**src/rtl/smooth_pkg.sv**
```systemverilog
// ============================================================================
// Module  : smooth_pkg
// Purpose : Shared types for the 3x3 smoothening window sequencer: default
//           pixel width, pixel/window types and the sequencer state encoding.
// Ports   : none (package)
// Revision: 1.0 - initial release
// ============================================================================
`default_nettype none

package smooth_pkg;

  // Pixel width expected by the smoothening kernel input.
  localparam int DATA_W_DEFAULT = 12;

  typedef logic [DATA_W_DEFAULT-1:0] pixel_t;

  // Row-major 3x3 window: [0] = top-left, [8] = bottom-right.
  typedef pixel_t [8:0] window_t;

  typedef enum logic [1:0] {
    IDLE  = 2'd0,
    RUN   = 2'd1,
    FLUSH = 2'd2,
    DONE  = 2'd3
  } seq_state_t;

endpackage

`default_nettype wire

```
**src/rtl/smooth_window_seq_if.sv**
```systemverilog
// ============================================================================
// Module  : smooth_window_seq_if
// Purpose : Pixel-in / window-out stream bundle of the window sequencer.
// Ports   : pix_in, pix_valid, pix_ready   raster pixel stream
//           win, win_valid, win_ready      3x3 window stream toward kernel
//           modport master = stream source/sink (environment side)
//           modport slave  = sequencer side
// Revision: 1.0 - initial release
// ============================================================================
`default_nettype none

interface smooth_window_seq_if #(
  parameter int DATA_W = smooth_pkg::DATA_W_DEFAULT
);

  logic [DATA_W-1:0]      pix_in;
  logic                   pix_valid;
  logic                   pix_ready;
  logic [8:0][DATA_W-1:0] win;
  logic                   win_valid;
  logic                   win_ready;

  modport master (
    output pix_in, pix_valid, win_ready,
    input  pix_ready, win, win_valid
  );

  modport slave (
    input  pix_in, pix_valid, win_ready,
    output pix_ready, win, win_valid
  );

endinterface

`default_nettype wire

```
**src/rtl/smooth_line_buf.sv**
```systemverilog
// ============================================================================
// Module  : smooth_line_buf
// Purpose : Two-row line buffer, IMG_W deep. Row lb0 holds the previous row,
//           lb1 the row before that. Reading and writing the same column in
//           one cycle returns the old contents (read-before-write).
// Ports   : clk           clock
//           i_we          write enable (pixel accepted)
//           i_col         column address
//           i_din         incoming pixel
//           o_lb0, o_lb1  stored pixels at i_col (one and two rows up)
// Revision: 1.0 - initial release
// ============================================================================
`default_nettype none

module smooth_line_buf #(
  parameter int DATA_W = 12,
  parameter int IMG_W  = 8
) (
  input  logic                     clk,
  input  logic                     i_we,
  input  logic [$clog2(IMG_W)-1:0] i_col,
  input  logic [DATA_W-1:0]        i_din,
  output logic [DATA_W-1:0]        o_lb0,
  output logic [DATA_W-1:0]        o_lb1
);

  // Storage only; contents are not reset.
  logic [DATA_W-1:0] r_lb0 [IMG_W];
  logic [DATA_W-1:0] r_lb1 [IMG_W];

  assign o_lb0 = r_lb0[i_col];
  assign o_lb1 = r_lb1[i_col];

  // Column c ages by one row: lb0 moves up into lb1, new pixel lands in lb0.
  always_ff @(posedge clk) begin
    if (i_we) begin
      r_lb1[i_col] <= r_lb0[i_col];
      r_lb0[i_col] <= i_din;
    end
  end

endmodule

`default_nettype wire

```
**src/rtl/smooth_window_seq.sv**
```systemverilog
// ============================================================================
// Module  : smooth_window_seq
// Purpose : Frame sequencer for the 3x3 smoothening kernel. Consumes one
//           raster-order frame per start pulse, assembles 3x3 windows from
//           two line buffers and hands each interior window to the kernel
//           over valid/ready. Border pixels produce no window.
// Ports   : clk        clock, rising edge
//           reset      asynchronous, active-high
//           start      1-cycle pulse, starts a frame when idle
//           bus        smooth_window_seq_if.slave (pixel in / window out)
//           busy       frame in progress
//           done       1-cycle pulse after the last window is accepted
//           win_count  windows accepted this frame (SMOOTH_STATUS_EN only)
// Config  : `define SMOOTH_STATUS_EN adds the saturating win_count output.
// Revision: 1.0 - initial release
// ============================================================================
`default_nettype none

module smooth_window_seq
  import smooth_pkg::*;
#(
  parameter int DATA_W = DATA_W_DEFAULT,
  parameter int IMG_W  = 8,
  parameter int IMG_H  = 8
) (
  input  logic                clk,
  input  logic                reset,
  input  logic                start,
  smooth_window_seq_if.slave  bus,
  output logic                busy,
  output logic                done
`ifdef SMOOTH_STATUS_EN
  ,
  output logic [15:0]         win_count
`endif
);

  localparam int COL_W = $clog2(IMG_W);
  localparam int ROW_W = $clog2(IMG_H);

  localparam logic [COL_W-1:0] c_col_last = COL_W'(IMG_W - 1);
  localparam logic [ROW_W-1:0] c_row_last = ROW_W'(IMG_H - 1);

  seq_state_t             r_state;
  logic [COL_W-1:0]       r_col;
  logic [ROW_W-1:0]       r_row;
  // Two most recent columns, index 0 is the older one (window column 0).
  logic [1:0][DATA_W-1:0] r_top;
  logic [1:0][DATA_W-1:0] r_mid;
  logic [1:0][DATA_W-1:0] r_bot;
  logic [8:0][DATA_W-1:0] r_win;
  logic                   r_win_valid;
  logic                   r_busy;
  logic                   r_done;

  logic                   w_pix_ready;
  logic                   w_pix_take;
  logic                   w_win_take;
  logic                   w_last_pix;
  logic                   w_emit;
  logic [DATA_W-1:0]      w_lb0;
  logic [DATA_W-1:0]      w_lb1;

  // A held window blocks new pixels unless it is being taken this cycle,
  // which lets a new window replace it back-to-back at one pixel per clock.
  assign w_pix_ready = (r_state == RUN) && (!r_win_valid || bus.win_ready);
  assign w_pix_take  = bus.pix_valid && w_pix_ready;
  assign w_win_take  = r_win_valid && bus.win_ready;
  assign w_last_pix  = (r_row == c_row_last) && (r_col == c_col_last);
  // The first window of each row appears at column 2, once all three
  // columns come from the current row set.
  assign w_emit      = (r_row >= ROW_W'(2)) && (r_col >= COL_W'(2));

  smooth_line_buf #(
    .DATA_W (DATA_W),
    .IMG_W  (IMG_W)
  ) u_line_buf (
    .clk    (clk),
    .i_we   (w_pix_take),
    .i_col  (r_col),
    .i_din  (bus.pix_in),
    .o_lb0  (w_lb0),
    .o_lb1  (w_lb1)
  );

  always_ff @(posedge clk or posedge reset) begin
    if (reset) begin
      r_state     <= IDLE;
      r_col       <= '0;
      r_row       <= '0;
      r_top       <= '0;
      r_mid       <= '0;
      r_bot       <= '0;
      r_win       <= '0;
      r_win_valid <= 1'b0;
      r_busy      <= 1'b0;
      r_done      <= 1'b0;
    end else begin
      r_done <= 1'b0;

      if (w_win_take) begin
        r_win_valid <= 1'b0;
      end

      if (w_pix_take) begin
        r_top <= {w_lb1, r_top[1]};
        r_mid <= {w_lb0, r_mid[1]};
        r_bot <= {bus.pix_in, r_bot[1]};

        if (w_emit) begin
          r_win_valid <= 1'b1;
          r_win[0]    <= r_top[0];
          r_win[1]    <= r_top[1];
          r_win[2]    <= w_lb1;
          r_win[3]    <= r_mid[0];
          r_win[4]    <= r_mid[1];
          r_win[5]    <= w_lb0;
          r_win[6]    <= r_bot[0];
          r_win[7]    <= r_bot[1];
          r_win[8]    <= bus.pix_in;
        end

        // Counters never run past the frame: the last pixel returns both
        // to zero instead of bumping the row.
        if (r_col == c_col_last) begin
          r_col <= '0;
          r_row <= w_last_pix ? '0 : r_row + 1'b1;
        end else begin
          r_col <= r_col + 1'b1;
        end
      end

      case (r_state)
        IDLE: begin
          if (start) begin
            r_state <= RUN;
            r_busy  <= 1'b1;
            r_col   <= '0;
            r_row   <= '0;
          end
        end
        RUN: begin
          if (w_pix_take && w_last_pix) begin
            r_state <= FLUSH;
          end
        end
        FLUSH: begin
          if (!r_win_valid) begin
            r_state <= DONE;
            r_done  <= 1'b1;
          end
        end
        DONE: begin
          r_state <= IDLE;
          r_busy  <= 1'b0;
        end
        default: begin
          r_state <= IDLE;
          r_busy  <= 1'b0;
        end
      endcase
    end
  end

`ifdef SMOOTH_STATUS_EN
  logic [15:0] r_win_count;

  always_ff @(posedge clk or posedge reset) begin
    if (reset) begin
      r_win_count <= '0;
    end else if ((r_state == IDLE) && start) begin
      r_win_count <= '0;
    end else if (w_win_take && (r_win_count != 16'hFFFF)) begin
      r_win_count <= r_win_count + 16'd1;
    end
  end

  assign win_count = r_win_count;
`endif

  assign bus.pix_ready = w_pix_ready;
  assign bus.win       = r_win;
  assign bus.win_valid = r_win_valid;
  assign busy          = r_busy;
  assign done          = r_done;

endmodule

`default_nettype wire
```
**src/flat_wrapper.sv**
```systemverilog
// flat-port wrapper written by rule: the top's interface ports become plain ports
module smooth_window_seq_flat import smooth_pkg::*;
#(
  parameter int DATA_W = DATA_W_DEFAULT,
  parameter int IMG_W  = 8,
  parameter int IMG_H  = 8
)
  (clk, reset, start, busy, done, bus_pix_in, bus_pix_valid, bus_win_ready, bus_pix_ready, bus_win, bus_win_valid);
  smooth_window_seq_if #(.DATA_W(DATA_W)) bus_i ();
  input  logic clk;
  input  logic reset;
  input  logic start;
  output logic busy;
  output logic done;
  input wire logic [$bits(bus_i.pix_in)-1:0] bus_pix_in;
  input wire logic [$bits(bus_i.pix_valid)-1:0] bus_pix_valid;
  input wire logic [$bits(bus_i.win_ready)-1:0] bus_win_ready;
  output wire logic [$bits(bus_i.pix_ready)-1:0] bus_pix_ready;
  output wire logic [$bits(bus_i.win)-1:0] bus_win;
  output wire logic [$bits(bus_i.win_valid)-1:0] bus_win_valid;
  assign bus_i.pix_in = bus_pix_in;
  assign bus_i.pix_valid = bus_pix_valid;
  assign bus_i.win_ready = bus_win_ready;
  assign bus_pix_ready = bus_i.pix_ready;
  assign bus_win = bus_i.win;
  assign bus_win_valid = bus_i.win_valid;
  smooth_window_seq #(.DATA_W(DATA_W), .IMG_W(IMG_W), .IMG_H(IMG_H)) u_core (.clk(clk), .reset(reset), .start(start), .bus(bus_i), .busy(busy), .done(done));
endmodule
```
**config.mk**
```make
export PLATFORM = sky130hd
export DESIGN_NAME = smooth_window_seq_flat
export DESIGN_NICKNAME = d
export VERILOG_FILES = /design/src/rtl/smooth_pkg.sv /design/src/rtl/smooth_window_seq_if.sv /design/src/rtl/smooth_line_buf.sv /design/src/rtl/smooth_window_seq.sv /design/src/flat_wrapper.sv
export SDC_FILE = /design/constraint.sdc
export NUM_CORES = 1
export LEC_CHECK = 0
export ABC_CLOCK_PERIOD_IN_PS = 11900
export CAP_MARGIN = 0
export CORE_MARGIN = 8
export CORE_UTILIZATION = 62
export CTS_BUF_LIST = sky130_fd_sc_hd__clkbuf_4 sky130_fd_sc_hd__clkbuf_8 sky130_fd_sc_hd__clkbuf_16
export DETAILED_ROUTE_END_ITERATION = 8
export GPL_TIMING_DRIVEN = 1
export HOLD_SLACK_MARGIN = 0.12
export MAX_ROUTING_LAYER = met4
export PLACE_DENSITY = 0.85
export SLEW_MARGIN = 20
export SYNTH_ARGS = -nofsm -noshare
export SYNTH_HDL_FRONTEND = slang
export SYNTH_SLANG_ARGS = --single-unit
```
**constraint.sdc**
```tcl
create_clock -name clk -period 11.9 [get_ports clk]
set_clock_uncertainty 0.2 [all_clocks]
set_input_delay 1.19 -clock clk [delete_from_list [all_inputs] [get_ports clk]]
set_output_delay 1.19 -clock clk [all_outputs]
set_load 0.01 [all_outputs]
```
==> results.tsv, run 1 <==
stage	metric	value	unit
outcome	status	finished, final reports clean	
pwr	p_per_area	257.0	nW/um2
floorplan	core_area	23330	um2
logic_synthesis	async_flop_share	49.87	%
place	dp_hpwl	18.00	mm
place	io_buffer_count	128	
final_layout	fill_cells	1304	
cts	post_cts_buffers	0	
drt	drt_wl_total	31.25	mm
sta	setup_tns	0	ns
logic_synthesis	syn_area_per_cell	16.42	um2
worst_hold_path	whs_endpoint	u_core.r_top[6]$_DFFE_PP0N_	
worst_setup_path	worstPathCellList	clkdlybuf4s50_1 -> nand2b_1 -> and2_2 -> buf_4 -> o311ai_4 -> buf_4 -> buf_4 -> mux2_2	
logic_synthesis	synth_common_cells	nand2_1 (228), edfxtp_1 (192), dfrtp_1 (191)	
drt	first_iter_violations	762	
worst_setup_path	rrSetupSlack	7.97	ns
logic_synthesis	synth_ff_type	edfxtp_1	
cts	cts_buffer_depth	3	
worst_setup_path	crit_arrival	4.51	ns
logic_synthesis	ys_types	31	
sta	rsz0062_at_grt	no	
place	post_dp_cell_area	16260	um2
pwr	ir_drop	147.7	uV
cts	worstSkewPairLatency	0.52	ns
worst_setup_path	cp.required	12.09	ns
sta	worst_pin_slew	1.032	ns
cts	clk_pin_slew	0.06	ns
worst_hold_path	worst_hold_path_type	reg2reg	
logic_synthesis	netlist_area	14630	um2
worst_setup_path	crit_family	buffers and inverters	
drt	antenna_left	0	
logic_synthesis	synth.most_common_cell	nand2_1	
cts	cts-buffers-inserted	37	
floorplan	start_util	62.70	%
worst_setup_path	ff2ff_path_depth	9	
worst_setup_path	end_kind	flop	
worst_setup_path	cpPeakStageDelay	0.88	ns
grt	grt_use_total	22.95	%
cts	htreeDepth	2	
grt	first_global_vias	8514	
final_layout	antenna_cells	0	
floorplan	fp.dieW	169.6	um
final_layout	area.growth.synth_to_final	19.72	%
cts	ctsResizeCount	0	
job	maxCapViolCount	0	
logic_synthesis	synth.top_cell.area_share	39.41	%
cts	cts_sinks	383	
cts	tritoncts	done	
grt	antenna_found_initial	0	
logic_synthesis	synth_area_leaders	edfxtp_1 (39%), dfrtp_1 (33%), mux4_2 (7.4%)	
worst_setup_path	cp_max_fo	78	
logic_synthesis	syn_nets	919	
sta	period_share	36.30	%
worst_hold_path	min_from	u_core.r_top[6]$_DFFE_PP0N_	
final_layout	nets	1056	
grt	grt_max_degree	116	
drt	via_per_inst	5.820	
logic_synthesis	synth_seq_cells	383	
worst_setup_path	timing.critical_path.mode_cell	buf_4	
worst_hold_path	min_path_cells	2	
floorplan	die_area	28770	um2
logic_synthesis	synth-edff-count	192	
logic_synthesis	synth_top_cell_by_area	edfxtp_1	
worst_setup_path	critical_path_class	in2reg	
sta	maxSlewViolCount	0	
final_layout	drive_gt1_share	18.54	%
grt	grt_first_pass_wirelength	48.96	mm
cts	hold_buffers	0	
sta	report.final.setup_viol	0	
drt	drt_first_pass_iters	5	
worst_setup_path	worstPathBufferInverterCount	4	
logic_synthesis	postSynthCellCount	891	
sta	slew_headroom	31.18	%
drt	wl_per_cell	22.71	um
sta	hold_violations	0	
drt	vias	8008	
floorplan	std_cell_rows	56	
sta	fmax	0.2315	GHz
sta	period_needed	4.319	ns
worst_setup_path	timing.rr.start	u_core.r_state[1]$_DFFE_PP0P_	
logic_synthesis	yosysWarnings	0	
logic_synthesis	yosysSeqAreaShare	72.08	%
worst_setup_path	reg2reg_to	u_core.bus.win[62]$_DFFE_PP0P_	
pwr	leakagePower	0.007200	uW
worst_setup_path	startpoint_type	input pin	
floorplan	io_pins	129	
worst_setup_path	critPathSlowestCell	buf_4	
cts	cts_root_buffer	clkbuf_16	
grt	grt_remaining_overflow	0	
drt	drc	0	
final_layout	design_area	17510	um2
floorplan	fp.dieH	169.6	um
place	place.gp.congestion	0.7522	
area by class of cell:
class | count | area (um2) | area share [%]
clock buffers | 54 | 1114 | 6.358
flip-flops and latches | 383 | 10550 | 60.24
well taps | 319 | 399.1 | 2.279
inverters | 6 | 30.03 | 0.1715
clock inverters | 14 | 132.6 | 0.7572
multi-input cells | 457 | 3891 | 22.22
repair buffers | 143 | 1398 | 7.980
worst min-delay path, cell delays in order (launching register included):
cell     delay (ns)
dfrtp_1        0.33
nand2_1        0.05
nand2_1        0.05
power by group:
| part | internal [uW] | switching (uW) | total, uW |
|---|---|---|---|
| logic | 656 | 675 | 1330 |
| registers | 1790 | 191 | 1980 |
| clock network | 698 | 489 | 1190 |
| total | 3150 | 1350 | 4500 |
placed cells by master (no fill, tap or decap), drive strengths merged, types with 3 or more instances in the layout:
master	count
dfrtp	191
nor3	3
mux4	48
ha	11
nand2	228
edfxtp	192
and2	4
a21oi	6
nor2	3
buf	15
mux2	133
nor2b	3
clkinv	8
clkinvlp	3
clkdlybuf4s50	128
or3	3
nand2b	3
inv	7
clkbuf	54
registers in the layout, indices dropped and copies added, names as in the netlist:
| register | cells |
|---|---|
| u_core.bus.win | 108 |
| u_core.u_line_buf.r_lb0 | 96 |
| u_core.u_line_buf.r_lb1 | 96 |
| u_core.r_bot | 24 |
| u_core.r_mid | 24 |
| u_core.r_top | 24 |
| u_core.r_col | 3 |
| u_core.r_row | 3 |
| u_core.r_state | 2 |
| u_core.bus.win_valid | 1 |
| u_core.busy | 1 |
| u_core.done | 1 |
layer usage:
| metal | routed length [um] | vias up | GRT usage [%] |
|---|---|---|---|
| met5 | 0 | - | - |
| met4 | 986 | 0 | 8.773 |
| met3 | 1931 | 60 | 3.443 |
| met2 | 15790 | 333 | 37.37 |
| met1 | 12540 | 4136 | 29.07 |
| li1 | - | 3479 | - |
cell families after synthesis:
kind of cell	Yosys count	synth area share, %
multiplexers	183	18.00
buffers and inverters	51	1.719
adder cells (fa/ha/maj)	11	0.9408
AO/OA/AOI/OAI	9	0.3678
AND/OR/NAND/NOR	254	6.894
flip-flops	383	72.08
how the worst max path moves through the flow:
stage / endpoint / slack (ns) / depth (start not counted) / start
floorplan: u_core.bus.win[0]$_DFFE_PP0P_ / 5.31 / 1 / reset
global placement: u_core.bus.win[65]$_DFFE_PP0P_ / 7.15 / 8 / bus_win_ready
detailed placement: u_core.bus.win[62]$_DFFE_PP0P_ / 7.07 / 8 / bus_win_ready
CTS: u_core.bus.win[62]$_DFFE_PP0P_ / 7.58 / 8 / bus_win_ready
global route: u_core.bus.win[62]$_DFFE_PP0P_ / 7.35 / 8 / bus_win_ready
finish: u_core.bus.win[62]$_DFFE_PP0P_ / 7.58 / 8 / bus_win_ready
stage by stage:
| step | std cells | hold WS [ns] | power [uW] | setup slack (ns) | utilization, % |
|---|---|---|---|---|---|
| 2_1_floorplan | 891 | 0.2386 | 2689 | 5.311 | - |
| 3_3_place_gp | 1308 | 0.2510 | 3257 | 7.151 | 69.68 |
| 3_5_place_dp | 1308 | 0.2551 | 3321 | 7.068 | 69.68 |
| 4_1_cts | 1376 | 0.2701 | 4536 | 7.577 | 75.02 |
| 5_1_grt | 1376 | 0.2935 | 4708 | 7.351 | 75.06 |
| 6_report | 1376 | 0.2639 | 4502 | 7.581 | 75.06 |
Note: power is estimated with default switching activity, not from simulation.
==> inputs of run 2 (changes only) <==
- ABC_CLOCK_PERIOD_IN_PS: 11900 -> 3500
- CORE_UTILIZATION: 62 -> 52
- PLACE_DENSITY: 0.85 -> 0.76
- clock period: 11.9 -> 3.5 ns (I/O delays scaled with it)
==> run 2 against run 1 <==
  * Cell count rose by 5.5%
  * Combinational power rose to 3.3 times the previous value
  * Total power rose to 3.4 times the previous value
  * Hold slack barely moved
  * Non-clock buffer count rose by 13
  * Die area rose by 17%
  * Final area rose by 2.1%
  * Sequential power rose to 3.4 times the previous value
  * Count of clock-buffer cells in the layout did not move
  * Utilization fell by 11 points
  * Critical path depth fell by 1
  * Via count fell by 2.6%
  * Critical path type is now reg2reg
  * Highest routed layer unchanged
==> results.tsv, run 2 (synthesis gave the netlist of run 1 again) <==
stage	metric	value	unit	change
grt	grt_use_total	17.98	%	-5.0 points
sta	fin_ws	0.7475	ns	-6.833 ns
place	io_buffer_count	128		unchanged
sta	period_needed	2.753	ns	
worst_setup_path	reg2reg_to	u_core.u_line_buf.r_lb0[7][2]$_DFFE_PP_		
cts	clk_pin_slew	0.06	ns	about the same
final_layout	antenna_cells	0		unchanged
sta	rsz0062_at_grt	no		
final_layout	drive_gt1_share	19.83	%	+1.3 points
final_layout	largest_register_ffs	108		unchanged
pwr	total_power	15400	uW	+240%
worst_setup_path	cpPeakStageDelay	0.41	ns	-0.47 ns
final_layout	nets	1071		+1.4%
pwr	p_per_area	861.3	nW/um2	+240%
floorplan	die_area	33760	um2	+17%
cts	htreeDepth	2		unchanged
place	pre_cts_ws	0.6400	ns	-6.428 ns
grt	first_global_vias	8364		-1.8%
final_layout	area.growth.synth_to_final	22.20	%	
drt	drt_wl_total	28.55	mm	-8.7%
cts	worstSkewPairLatency	0.51	ns	about the same
cts	cts_sinks	383		unchanged
drt	drt_first_pass_iters	5		unchanged
drt	drc	0		unchanged
worst_setup_path	ff2ff_path_depth	7		-2
worst_setup_path	rrSetupSlack	0.75	ns	-7.22 ns
cts	tritoncts	done		
cts	ctsResizeCount	0		unchanged
sta	hold_violations	0		unchanged
worst_hold_path	worst_hold_path_type	reg2reg		
worst_setup_path	startpoint_type	flop		
grt	grt_max_degree	88		-24%
final_layout	seq_area	10550	um2	unchanged
cts	cts-buffers-inserted	39		+5.4%
drt	wl_per_cell	19.66	um	-13%
pwr	leakagePower	0.007336	uW	+1.9%
drt	first_iter_violations	591		-22%
worst_setup_path	cp.required	3.52	ns	-8.57 ns
final_layout	design_area	17880	um2	+2.1%
sta	period_share	78.64	%	
worst_setup_path	cp_max_fo	29		-63%
sta	maxSlewViolCount	0		unchanged
floorplan	start_util	52.66	%	-10 points
place	post_dp_cell_area	16510	um2	+1.5%
drt	antenna_left	0		unchanged
worst_setup_path	crit_arrival	2.77	ns	-1.74 ns
final_layout	layout_common_cells	nand2_1 (227), edfxtp_1 (192), dfrtp_1 (189)		
worst_setup_path	worstPathCellList	inv_1 -> ha_1 -> and2_1 -> and2_4 -> nand2_1 -> nor2_2 -> buf_12		
sta	report.final.setup_viol	0		unchanged
floorplan	std_cell_rows	61		+8.9%
grt	grt_first_pass_wirelength	46.44	mm	-5.1%
cts	cts_buffer_depth	3		unchanged
floorplan	fp.dieW	183.7	um	+8.3%
worst_setup_path	end_kind	flop		
worst_setup_path	critPathSlowestCell	dfrtp_1		
final_layout	final_core_util	64.35	%	-11 points
final_layout	final_cells	1452		+5.5%
worst_setup_path	endpoint	u_core.u_line_buf.r_lb0[7][2]$_DFFE_PP_		
outcome	status	finished, final reports clean		
grt	grt_remaining_overflow	0		unchanged
cts	cts_root_buffer	clkbuf_16		
grt	antenna_found_initial	0		unchanged
sta	fmax	0.3633	GHz	
sta	slew_headroom	53.00	%	+22 points
place	placed_cells	1379		+5.4%
final_layout	final_common_cell	nand2_1		
drt	vias	7797		-2.6%
sta	worst_pin_slew	0.7049	ns	-0.3274 ns
place	dp_hpwl	17.60	mm	-2.2%
drt	via_per_inst	5.370		-7.7%
final_layout	multi_input_area	3901	um2	+0.26%
floorplan	fp.dieH	183.7	um	+8.3%
worst_setup_path	crit_start	u_core.r_state[1]$_DFFE_PP0P_		
cts	post_cts_buffers	0		unchanged
pwr	ir_drop	493.3	uV	+230%
final_layout	fill_cells	1983		+52%
floorplan	io_pins	129		unchanged
worst_setup_path	timing.rr.start	u_core.r_state[1]$_DFFE_PP0P_		
place	place.gp.congestion	0.7440		-1.1%
job	maxCapViolCount	0		unchanged
worst_setup_path	critical_path_class	reg2reg		
floorplan	core_area	27780	um2	+19%
[run 2: cell count changes in the layout (fill, tap and decap cells not counted), sizes merged]
cell	delta
dlygate4sd3	+1
clkinv	+3
bufinv	+1
buf	+12
[run 2: repair_timing]
item                                    in CTS  in global routing
endpoints found under the setup margin       0                  0
hold buffers                                 1                  0
hold endpoints to repair                    26                  0
[run 2: report_power, final]
part           total (uW)  switching [uW]  internal (uW)
logic                4340            2050           2290
registers            6830             737           6090
clock network        4230            1650           2580
total               15400            4440          11000
[run 2: final cells by class]
type	count	share of cell area [%]
Tap cell	378	2.646
Multi-Input combinational cell	457	21.82
Timing Repair Buffer	156	8.777
Clock buffer	54	6.558
Inverter	6	0.1470
Clock inverter	18	1.036
Sequential cell	383	59.01
[run 2: worst min-delay path by stage]
stage / startpoint / to / cells past startpoint
3_3_place_gp: u_core.r_top[11]$_DFFE_PP0N_ / u_core.r_top[11]$_DFFE_PP0N_ / 2
5_1_grt: u_core.r_bot[11]$_DFFE_PP0N_ / u_core.r_bot[11]$_DFFE_PP0N_ / 2
2_1_floorplan: u_core.r_bot[0]$_DFFE_PP0N_ / u_core.r_bot[0]$_DFFE_PP0N_ / 2
3_5_place_dp: u_core.r_top[9]$_DFFE_PP0N_ / u_core.r_top[9]$_DFFE_PP0N_ / 2
4_1_cts: u_core.r_top[9]$_DFFE_PP0N_ / u_core.r_top[9]$_DFFE_PP0N_ / 2
6_report: u_core.r_top[9]$_DFFE_PP0N_ / u_core.r_top[9]$_DFFE_PP0N_ / 2
[run 2: per-layer routing]
| metal | up-vias | wire [um] | global-route usage [%] |
|---|---|---|---|
| li1 | 3503 | - | - |
| met3 | 48 | 1627 | 3.063 |
| met1 | 4017 | 12850 | 23.76 |
| met4 | 0 | 507 | 4.518 |
| met2 | 229 | 13560 | 28.94 |
| met5 | - | 0 | - |
[run 2: worst max-delay path: cells and delay by family (launching register included)]
| kind | cells | cell delay [ns] |
|---|---|---|
| simple gates | 4 | 1.26 |
| flops | 1 | 0.41 |
| buf+inv | 2 | 0.36 |
| fa+ha+maj | 1 | 0.20 |
[run 2: through the flow]
stage / hold WS [ns] / TNS [ns]
6_report: 0.2638 / 0
3_3_place_gp: 0.2519 / 0
4_1_cts: 0.2718 / 0
2_1_floorplan: 0.2386 / -0.8074
3_5_place_dp: 0.2569 / 0
5_1_grt: 0.2941 / 0
